--- config.mk ---
export PLATFORM = sky130hd
export DESIGN_NAME = mem_stage
export DESIGN_NICKNAME = d
export VERILOG_FILES = /design/src/rtl/mem_stage.sv
export SDC_FILE = /design/constraint.sdc
export NUM_CORES = 1
export LEC_CHECK = 0
export ABC_AREA = 1
export CORE_ASPECT_RATIO = 1.2
export CORE_MARGIN = 4
export CORE_UTILIZATION = 42
export DETAILED_ROUTE_END_ITERATION = 10
export PLACE_DENSITY = 0.83
export SLEW_MARGIN = 15
export SYNTH_ARGS = -nofsm -noshare
export SYNTH_HDL_FRONTEND = slang
export SYNTH_SLANG_ARGS = --single-unit
--- constraint.sdc ---
create_clock -name clk_i -period 4.65 [get_ports clk_i]
set_clock_uncertainty 0.2 [all_clocks]
set_input_delay 1.1625 -clock clk_i [delete_from_list [all_inputs] [get_ports clk_i]]
set_output_delay 1.1625 -clock clk_i [all_outputs]
set_load 0.05 [all_outputs]
--- src/rtl/mem_stage.sv ---
// Memory-access stage: retires ALU results directly or runs a dmem load/store
// handshake, presenting a registered writeback bundle to the register file.
module mem_stage (
  input  logic        clk_i,
  input  logic        reset_i,
  input  logic        in_valid_i,
  output logic        in_ready_o,
  input  logic        is_lw_i,
  input  logic        is_sw_i,
  input  logic        wb_req_i,
  input  logic [4:0]  rd_i,
  input  logic [31:0] alu_out_i,
  input  logic [31:0] store_data_i,
  output logic        dmem_req_o,
  output logic        dmem_we_o,
  output logic [31:0] dmem_addr_o,
  output logic [31:0] dmem_wdata_o,
  input  logic        dmem_gnt_i,
  input  logic        dmem_rvalid_i,
  input  logic [31:0] dmem_rdata_i,
  output logic        wb_valid_o,
  output logic        wb_we_o,
  output logic [4:0]  wb_rd_o,
  output logic [31:0] wb_data_o,
  output logic        misaligned_o
);

  // state   | meaning
  // IDLE    | ready to accept; non-memory ops retire from here
  // REQ     | dmem_req held until dmem_gnt
  // WAIT_RD | load granted, waiting for dmem_rvalid
  localparam logic [1:0] IDLE    = 2'd0;
  localparam logic [1:0] REQ     = 2'd1;
  localparam logic [1:0] WAIT_RD = 2'd2;

  logic [1:0]  state_q, state_d;
  logic        dmem_req_q, dmem_req_d;
  logic        dmem_we_q, dmem_we_d;
  logic [31:0] dmem_addr_q, dmem_addr_d;
  logic [31:0] dmem_wdata_q, dmem_wdata_d;
  logic        wb_valid_q, wb_valid_d;
  logic        wb_we_q, wb_we_d;
  logic [4:0]  wb_rd_q, wb_rd_d;
  logic [31:0] wb_data_q, wb_data_d;
  logic        misaligned_q, misaligned_d;
  logic        ld_wb_req_q, ld_wb_req_d;

  logic accept;
  logic is_mem;

  assign in_ready_o = (state_q == IDLE);
  assign accept     = in_valid_i && in_ready_o;
  assign is_mem     = is_lw_i || is_sw_i;

  always_comb begin
    state_d      = state_q;
    dmem_req_d   = dmem_req_q;
    dmem_we_d    = dmem_we_q;
    dmem_addr_d  = dmem_addr_q;
    dmem_wdata_d = dmem_wdata_q;
    wb_valid_d   = 1'b0;
    wb_we_d      = wb_we_q;
    wb_rd_d      = wb_rd_q;
    wb_data_d    = wb_data_q;
    misaligned_d = 1'b0;
    ld_wb_req_d  = ld_wb_req_q;

    case (state_q)
      IDLE: begin
        if (accept) begin
          if (!is_mem) begin
            wb_valid_d = 1'b1;
            wb_data_d  = alu_out_i;
            wb_rd_d    = rd_i;
            wb_we_d    = wb_req_i && (rd_i != 5'd0);
          end else if (alu_out_i[1:0] != 2'b00) begin
            wb_valid_d   = 1'b1;
            wb_we_d      = 1'b0;
            misaligned_d = 1'b1;
            wb_data_d    = alu_out_i;
            wb_rd_d      = rd_i;
          end else begin
            // a simultaneous lw+sw is treated as a store via is_sw alone
            dmem_req_d   = 1'b1;
            dmem_we_d    = is_sw_i;
            dmem_addr_d  = alu_out_i;
            dmem_wdata_d = store_data_i;
            wb_rd_d      = rd_i;
            ld_wb_req_d  = wb_req_i;
            state_d      = REQ;
          end
        end
      end
      REQ: begin
        if (dmem_gnt_i) begin
          dmem_req_d = 1'b0;
          if (dmem_we_q) begin
            wb_valid_d = 1'b1;
            wb_we_d    = 1'b0;
            state_d    = IDLE;
          end else if (dmem_rvalid_i) begin
            wb_valid_d = 1'b1;
            wb_data_d  = dmem_rdata_i;
            wb_we_d    = ld_wb_req_q && (wb_rd_q != 5'd0);
            state_d    = IDLE;
          end else begin
            state_d = WAIT_RD;
          end
        end
      end
      WAIT_RD: begin
        if (dmem_rvalid_i) begin
          wb_valid_d = 1'b1;
          wb_data_d  = dmem_rdata_i;
          wb_we_d    = ld_wb_req_q && (wb_rd_q != 5'd0);
          state_d    = IDLE;
        end
      end
      default: state_d = IDLE;
    endcase
  end

  always_ff @(posedge clk_i or posedge reset_i) begin
    if (reset_i) begin
      state_q      <= IDLE;
      dmem_req_q   <= 1'b0;
      dmem_we_q    <= 1'b0;
      dmem_addr_q  <= 32'd0;
      dmem_wdata_q <= 32'd0;
      wb_valid_q   <= 1'b0;
      wb_we_q      <= 1'b0;
      wb_rd_q      <= 5'd0;
      wb_data_q    <= 32'd0;
      misaligned_q <= 1'b0;
      ld_wb_req_q  <= 1'b0;
    end else begin
      state_q      <= state_d;
      dmem_req_q   <= dmem_req_d;
      dmem_we_q    <= dmem_we_d;
      dmem_addr_q  <= dmem_addr_d;
      dmem_wdata_q <= dmem_wdata_d;
      wb_valid_q   <= wb_valid_d;
      wb_we_q      <= wb_we_d;
      wb_rd_q      <= wb_rd_d;
      wb_data_q    <= wb_data_d;
      misaligned_q <= misaligned_d;
      ld_wb_req_q  <= ld_wb_req_d;
    end
  end

  assign dmem_req_o   = dmem_req_q;
  assign dmem_we_o    = dmem_we_q;
  assign dmem_addr_o  = dmem_addr_q;
  assign dmem_wdata_o = dmem_wdata_q;
  assign wb_valid_o   = wb_valid_q;
  assign wb_we_o      = wb_we_q;
  assign wb_rd_o      = wb_rd_q;
  assign wb_data_o    = wb_data_q;
  assign misaligned_o = misaligned_q;

endmodule

==> results of run 1 <==
[worst paths after layout]
kind | from | cells after the start | slack, ns | endpoint
max in group asynchronous | reset_i | 3 | 2.41 | wb_data_o[18]$_DFFE_PP0P_
min in group asynchronous | reset_i | 2 | 1.09 | dmem_addr_o[1]$_DFFE_PP0P_
worst max-delay path | state_q[0]$_DFFE_PP0P_ | 3 | 1.31 | in_ready_o
worst min register to register | dmem_wdata_o[7]$_DFFE_PP0P_ | 2 | 0.28 | dmem_wdata_o[7]$_DFFE_PP0P_
worst max register to register | state_q[0]$_DFFE_PP0P_ | 8 | 2.05 | dmem_wdata_o[8]$_DFFE_PP0P_
worst min-delay path | dmem_wdata_o[7]$_DFFE_PP0P_ | 2 | 0.28 | dmem_wdata_o[7]$_DFFE_PP0P_
[per-layer routing]
metal | vias up | share of wire, % | track usage, %
met5 | - | 0 | 0
met4 | 0 | 1.4 | 6.95
met3 | 18 | 7.8 | 5.72
met2 | 166 | 51 | 36.3
met1 | 2047 | 40 | 23.6
li1 | 2204 | - | -
[metrics by stage]
stage	util (%)	worst slack, ns	cell area, µm²
floorplan	-	0.414	4790
global placement	63.3	1.21	7010
detailed placement	63.3	1.13	7010
CTS	66.1	1.30	7330
global route	66.1	1.23	7330
finish	66.1	1.31	7330
[worst min-delay path, cell delays in order, from the launching register on]
cell     delay, ns
dfrtp_1       0.34
nand2_1       0.05
nand2_1       0.06
[cell type report]
type	instances	share of cell area (%)
clock buffer	10	3.12
clock inverter	6	1.19
inverter	51	2.65
multi-input combinational	394	23.3
sequential	109	37.2
tap	154	2.63
timing repair buffer	219	29.9
[cells in the final DEF, fill, tap and decap left out]
cell / instances
buf_4: 3
ha_2: 1
o22ai_2: 1
nand2_1: 258
clkdlybuf4s50_1: 215
o22ai_1: 1
nand2_2: 2
nor2_1: 15
clkinv_2: 1
nor3_1: 2
inv_4: 1
buf_12: 1
and2_1: 1
nand2_4: 1
o21ai_1: 6
ha_1: 3
clkinvlp_4: 3
nor2_2: 2
clkbuf_1: 1
nor2_4: 1
clkbuf_16: 9
o21ai_2: 4
nand3_1: 4
dfrtp_1: 109
o21ai_0: 87
inv_2: 2
inv_1: 48
bufinv_16: 2
a21oi_1: 5
[cell usage after synthesis, types with 3 or more instances]
library cell	count
nand2_1	258
dfrtp_1	109
o21ai_0	87
inv_1	49
nor2_1	15
clkbuf_1	12
o21ai_1	6
a21oi_1	5
buf_2	5
buf_6	5
buf_4	4
ha_1	4
nand3_1	4
o21ai_2	4
clkbuf_2	3
nand2_2	3
[power breakdown]
part	leakage, µW	internal, µW	switching [µW]
clock network	0.000145	471	329
registers	0.00138	1410	259
logic	0.00205	1220	2710
total	0.00357	3110	3300
[kinds of logic after synthesis]
family                     after synthesis  share of synthesized area (%)
buffers and inverters                   80                           7.58
AOI/OAI and AO/OA                      104                           11.4
adders and majority gates                4                           1.05
and+or+nand+nor                        286                           23.0
DFF                                    109                           57.0
[registers in the layout, summed over array words and instances (netlist names)]
register      cells
wb_valid_o        1
wb_data_o        32
ld_wb_req_q       1
dmem_we_o         1
wb_we_o           1
misaligned_o      1
dmem_req_o        1
wb_rd_o           5
dmem_wdata_o     32
state_q           2
dmem_addr_o      32
==> flow_summary.toml, run 1 <==
[outcome]
outcome = "finished, final reports clean"

[synthesis]
syn_inst = 583
ys_seq_area_share_pct = 57.0
ys_ff_latch = 109
synth_nets = 696
synth_largest_area_cell = "dfrtp_1"
syn_area_per_cell_um2 = 8.21
synth_cell_types = 23
ys_warn_count = 0
synth_edf_count = 0
syn-cell-area_um2 = 4790
synthFlopType = "dfrtp_1"
yosys-top-cells-area = "dfrtp_1 (57%), nand2_1 (20%), o21ai_0 (9.1%)"
synth_top_area_share_pct = 57.0
synthArstFlopShare_pct = 100

[layout]
num-nets-final = 897
fillCellCount = 923
area_growth_pct = 53.1
instances_no_fill = 943
multi_input_area_um2 = 1710
seqCellArea_um2 = 2730
diodes = 0
drive_gt1_share_pct = 4.31

[global_routing]
grt_max_degree = 64
grt_use_total_pct = 20.4
grt.overflow.total = 0
grt_pass1_vias = 4592
antenna_found_initial = 0
grt_pass1_wl_mm = 22.1

[timing]
worstMarginPinSlew_ns = 0.714
max-slew-margin-rel_pct = 52.3
rsz0062_at_grt = "false"
finalCritPeriodShare_pct = 71.8
report.final.setup_viol = 0
hold_viol_final = 0
period_needed_ns = 3.34
finalHoldWorstSlack_ns = 0.279
tns_ns = 0
fmax_mhz = 300
slew_violations = 0

[worst_setup_path]
critPathTopFamily = "buffers and inverters"
cpPeakStageDelay_ns = 0.84
critPathLaunchType = "register"
cp_slowest_cell = "clkdlybuf4s50_1"
worstPathArrival_ns = 1.98
worstPathCellList = "inv_1, ha_2, clkdlybuf4s50_1"
worstSetupPathType = "register to primary output"
worstPathRequired_ns = 3.29
cp_max_fo = 7
cp_num_buf_inv = 2
critPathCaptureType = "primary output"

[clocking]
cts_htree_levels = 3
cts_hold_buf = 0
clock-root-buffer = "clkbuf_16"
cts_buffer_depth = 2
post_cts_buffers = 0
cts_sinks = 109
clock_latency_ns = 0.33
cts_tree = "yes"
cts_resized = 0
path_clk_slew_ns = 0.07
cts-buffers-inserted = 9

[floorplanning]
dieArea_um2 = 13200
die_h_um = 125
die_width_um = 105
coreArea_um2 = 11100
rows = 42
start_util_pct = 43.2
ioPinCount = 216

[detailed_routing]
wire_per_inst_um = 14.5
firstDrtPassIters = 4
wl_mm = 13.6
initialDrtViolationCount = 247
num_vias = 4435
antenna_left = 0
route.detailed.drc = 0
vias_per_cell = 4.70

[hold_path]
hold_class = "register to register"

[placed_design]
gp_congestion = 0.900
placed_cells = 927
port_buffers = 215
hpwl_mm = 10.4

[run]
maxCapViolCount = 0

[power]
max-vdd-ir-drop_mv = 0.445
p_total_uw = 6410
power_leakage_uw = 0.00357
power.density_nw_per_um2 = 874
Note: power is estimated with default switching activity, not from simulation.
==> run 2: changes to the inputs <==
==> constraint.sdc (replaced) <==
create_clock -name clk_i -period 3.3 [get_ports clk_i]
set_clock_uncertainty 0.2 [all_clocks]
set_input_delay 0.825 -clock clk_i [delete_from_list [all_inputs] [get_ports clk_i]]
set_output_delay 0.825 -clock clk_i [all_outputs]
set_load 0.05 [all_outputs]
==> flow_summary.toml, run 2 (synthesis gave the netlist of run 1 again) <==
[worst_setup_path]
cpPeakStageDelay_ns = 0.84
worstPathRequired_ns = 2.27
r2r-start = "state_q[0]$_DFFE_PP0P_"
critPathCapture = "in_ready_o"
r2r_slack_ns = 1.12
r2r_end = "dmem_wdata_o[12]$_DFFE_PP0P_"
critPathLaunchType = "register"
rr_worst_depth = 8
cp_max_fo = 7
worstPathArrival_ns = 1.99
critPathCaptureType = "primary output"
worstPathCellList = "inv_1, ha_2, clkdlybuf4s50_1"
startpoint = "state_q[0]$_DFFE_PP0P_"
cp_slowest_cell = "clkdlybuf4s50_1"
worstSetupPathType = "register to primary output"

[detailed_routing]
antenna_left = 0
route.detailed.drc = 0
num_vias = 4502
vias_per_cell = 4.76
wire_per_inst_um = 14.3
initialDrtViolationCount = 230
firstDrtPassIters = 4
wl_mm = 13.5

[layout]
area_growth_pct = 53.6
mostFrequentLayoutCell = "nand2_1"
drive_gt1_share_pct = 4.68
layout_common_cells = "nand2_1 (258), clkdlybuf4s50_1 (215), dfrtp_1 (109), o21ai_0 (87), inv_1 (48)"
num-nets-final = 899
diodes = 0
instances_no_fill = 945
fillCellCount = 902

[timing]
finalCritPeriodShare_pct = 91.2
period_needed_ns = 3.01
hold_viol_final = 0
slew_violations = 0
rsz0062_at_grt = "false"
worstMarginPinSlew_ns = 0.680
tns_ns = 0
max-slew-margin-rel_pct = 54.5
fmax_mhz = 332
report.final.setup_viol = 0

[clocking]
cts_hold_buf = 0
cts_resized = 0
cts_buffer_depth = 2
cts_tree = "yes"
cts-buffers-inserted = 9
cts_sinks = 109
post_cts_buffers = 0
path_clk_slew_ns = 0.07
clock-root-buffer = "clkbuf_16"
cts_htree_levels = 3
clock_latency_ns = 0.33

[hold_path]
hold_class = "register to register"

[placed_design]
hpwl_mm = 10.1
gp_congestion = 0.829
port_buffers = 215
placed_cells = 929

[global_routing]
met3_usage_pct = 5.62
grt_max_degree = 110
grt_use_total_pct = 20.3
grt_pass1_wl_mm = 22.1
globalRouteMet2Util_pct = 35.1
use_met1_pct = 23.8
grt_pass1_vias = 4658
antenna_found_initial = 1
grt.overflow.total = 0
grt-busiest-layer = "met2"

[floorplanning]
die_width_um = 105
rows = 42
ioPinCount = 216
die_h_um = 125
start_util_pct = 43.2
coreArea_um2 = 11100
dieArea_um2 = 13200

[power]
p_total_uw = 9050
power_leakage_uw = 0.00358
power.density_nw_per_um2 = 1230
max-vdd-ir-drop_mv = 0.757

[run]
maxCapViolCount = 0

[outcome]
outcome = "finished, final reports clean"
-- run 2: changes by cell type in the layout (fill, tap and decap cells not counted) --
cell / before / now
buf_4: 3 / 5
clkbuf_1: 1 / 0
clkinv_2: 1 / 0
clkinv_4: 0 / 2
clkinvlp_4: 3 / 4
inv_4: 1 / 0
-- run 2: routing by layer --
layer	vias up	routed length [µm]
met5	-	12
met4	2	393
met3	35	1060
met2	177	6520
met1	2079	5490
li1	2209	-
-- run 2: area by class of cell --
class                      instances  area, µm²  area share (%)
tap                              154        193            2.62
multi-input combinational        394       1710            23.2
clock inverter                     7        100            1.36
clock buffer                       9        225            3.06
timing repair buffer             221       2210            30.0
sequential                       109       2730            37.1
inverter                          51        195            2.65
-- run 2: how the worst min path moves through the flow --
stage	startpoint	end	slack, ns	cells after the start
3_3_place_gp	dmem_wdata_o[27]$_DFFE_PP0P_	dmem_wdata_o[27]$_DFFE_PP0P_	0.26	2
2_1_floorplan	ld_wb_req_q$_DFFE_PP0P_	ld_wb_req_q$_DFFE_PP0P_	0.25	2
3_5_place_dp	dmem_wdata_o[20]$_DFFE_PP0P_	dmem_wdata_o[20]$_DFFE_PP0P_	0.27	2
4_1_cts	dmem_wdata_o[0]$_DFFE_PP0P_	dmem_wdata_o[0]$_DFFE_PP0P_	0.29	2
6_report	dmem_wdata_o[18]$_DFFE_PP0P_	dmem_wdata_o[18]$_DFFE_PP0P_	0.28	2
5_1_grt	dmem_wdata_o[1]$_DFFE_PP0P_	dmem_wdata_o[1]$_DFFE_PP0P_	0.30	2
-- run 2: metrics by stage --
stage | instance area (µm²) | hold WS [ns] | setup slack (ns) | util [%]
floorplan | 4790 | 0.249 | 0.960 | -
CTS | 7360 | 0.286 | 0.289 | 66.3
detailed placement | 7030 | 0.269 | 0.554 | 63.4
global route | 7360 | 0.304 | 0.221 | 66.3
finish | 7360 | 0.283 | 0.289 | 66.3
global placement | 7030 | 0.263 | 0.616 | 63.4
-- run 2: power by group --
part | internal, µW | leakage (µW) | switching, µW | total (µW)
Sequential | 1990 | 0.00138 | 358 | 2350
Combinational | 1740 | 0.00205 | 3810 | 5550
Clock | 668 | 0.000148 | 485 | 1150
-- run 2: critical path, delay by kind of cell (launching register included) --
kind	cells	cell delay [ns]
buffers and inverters	2	0.95
adder cells (fa/ha/maj)	1	0.29
flip-flops	1	0.40
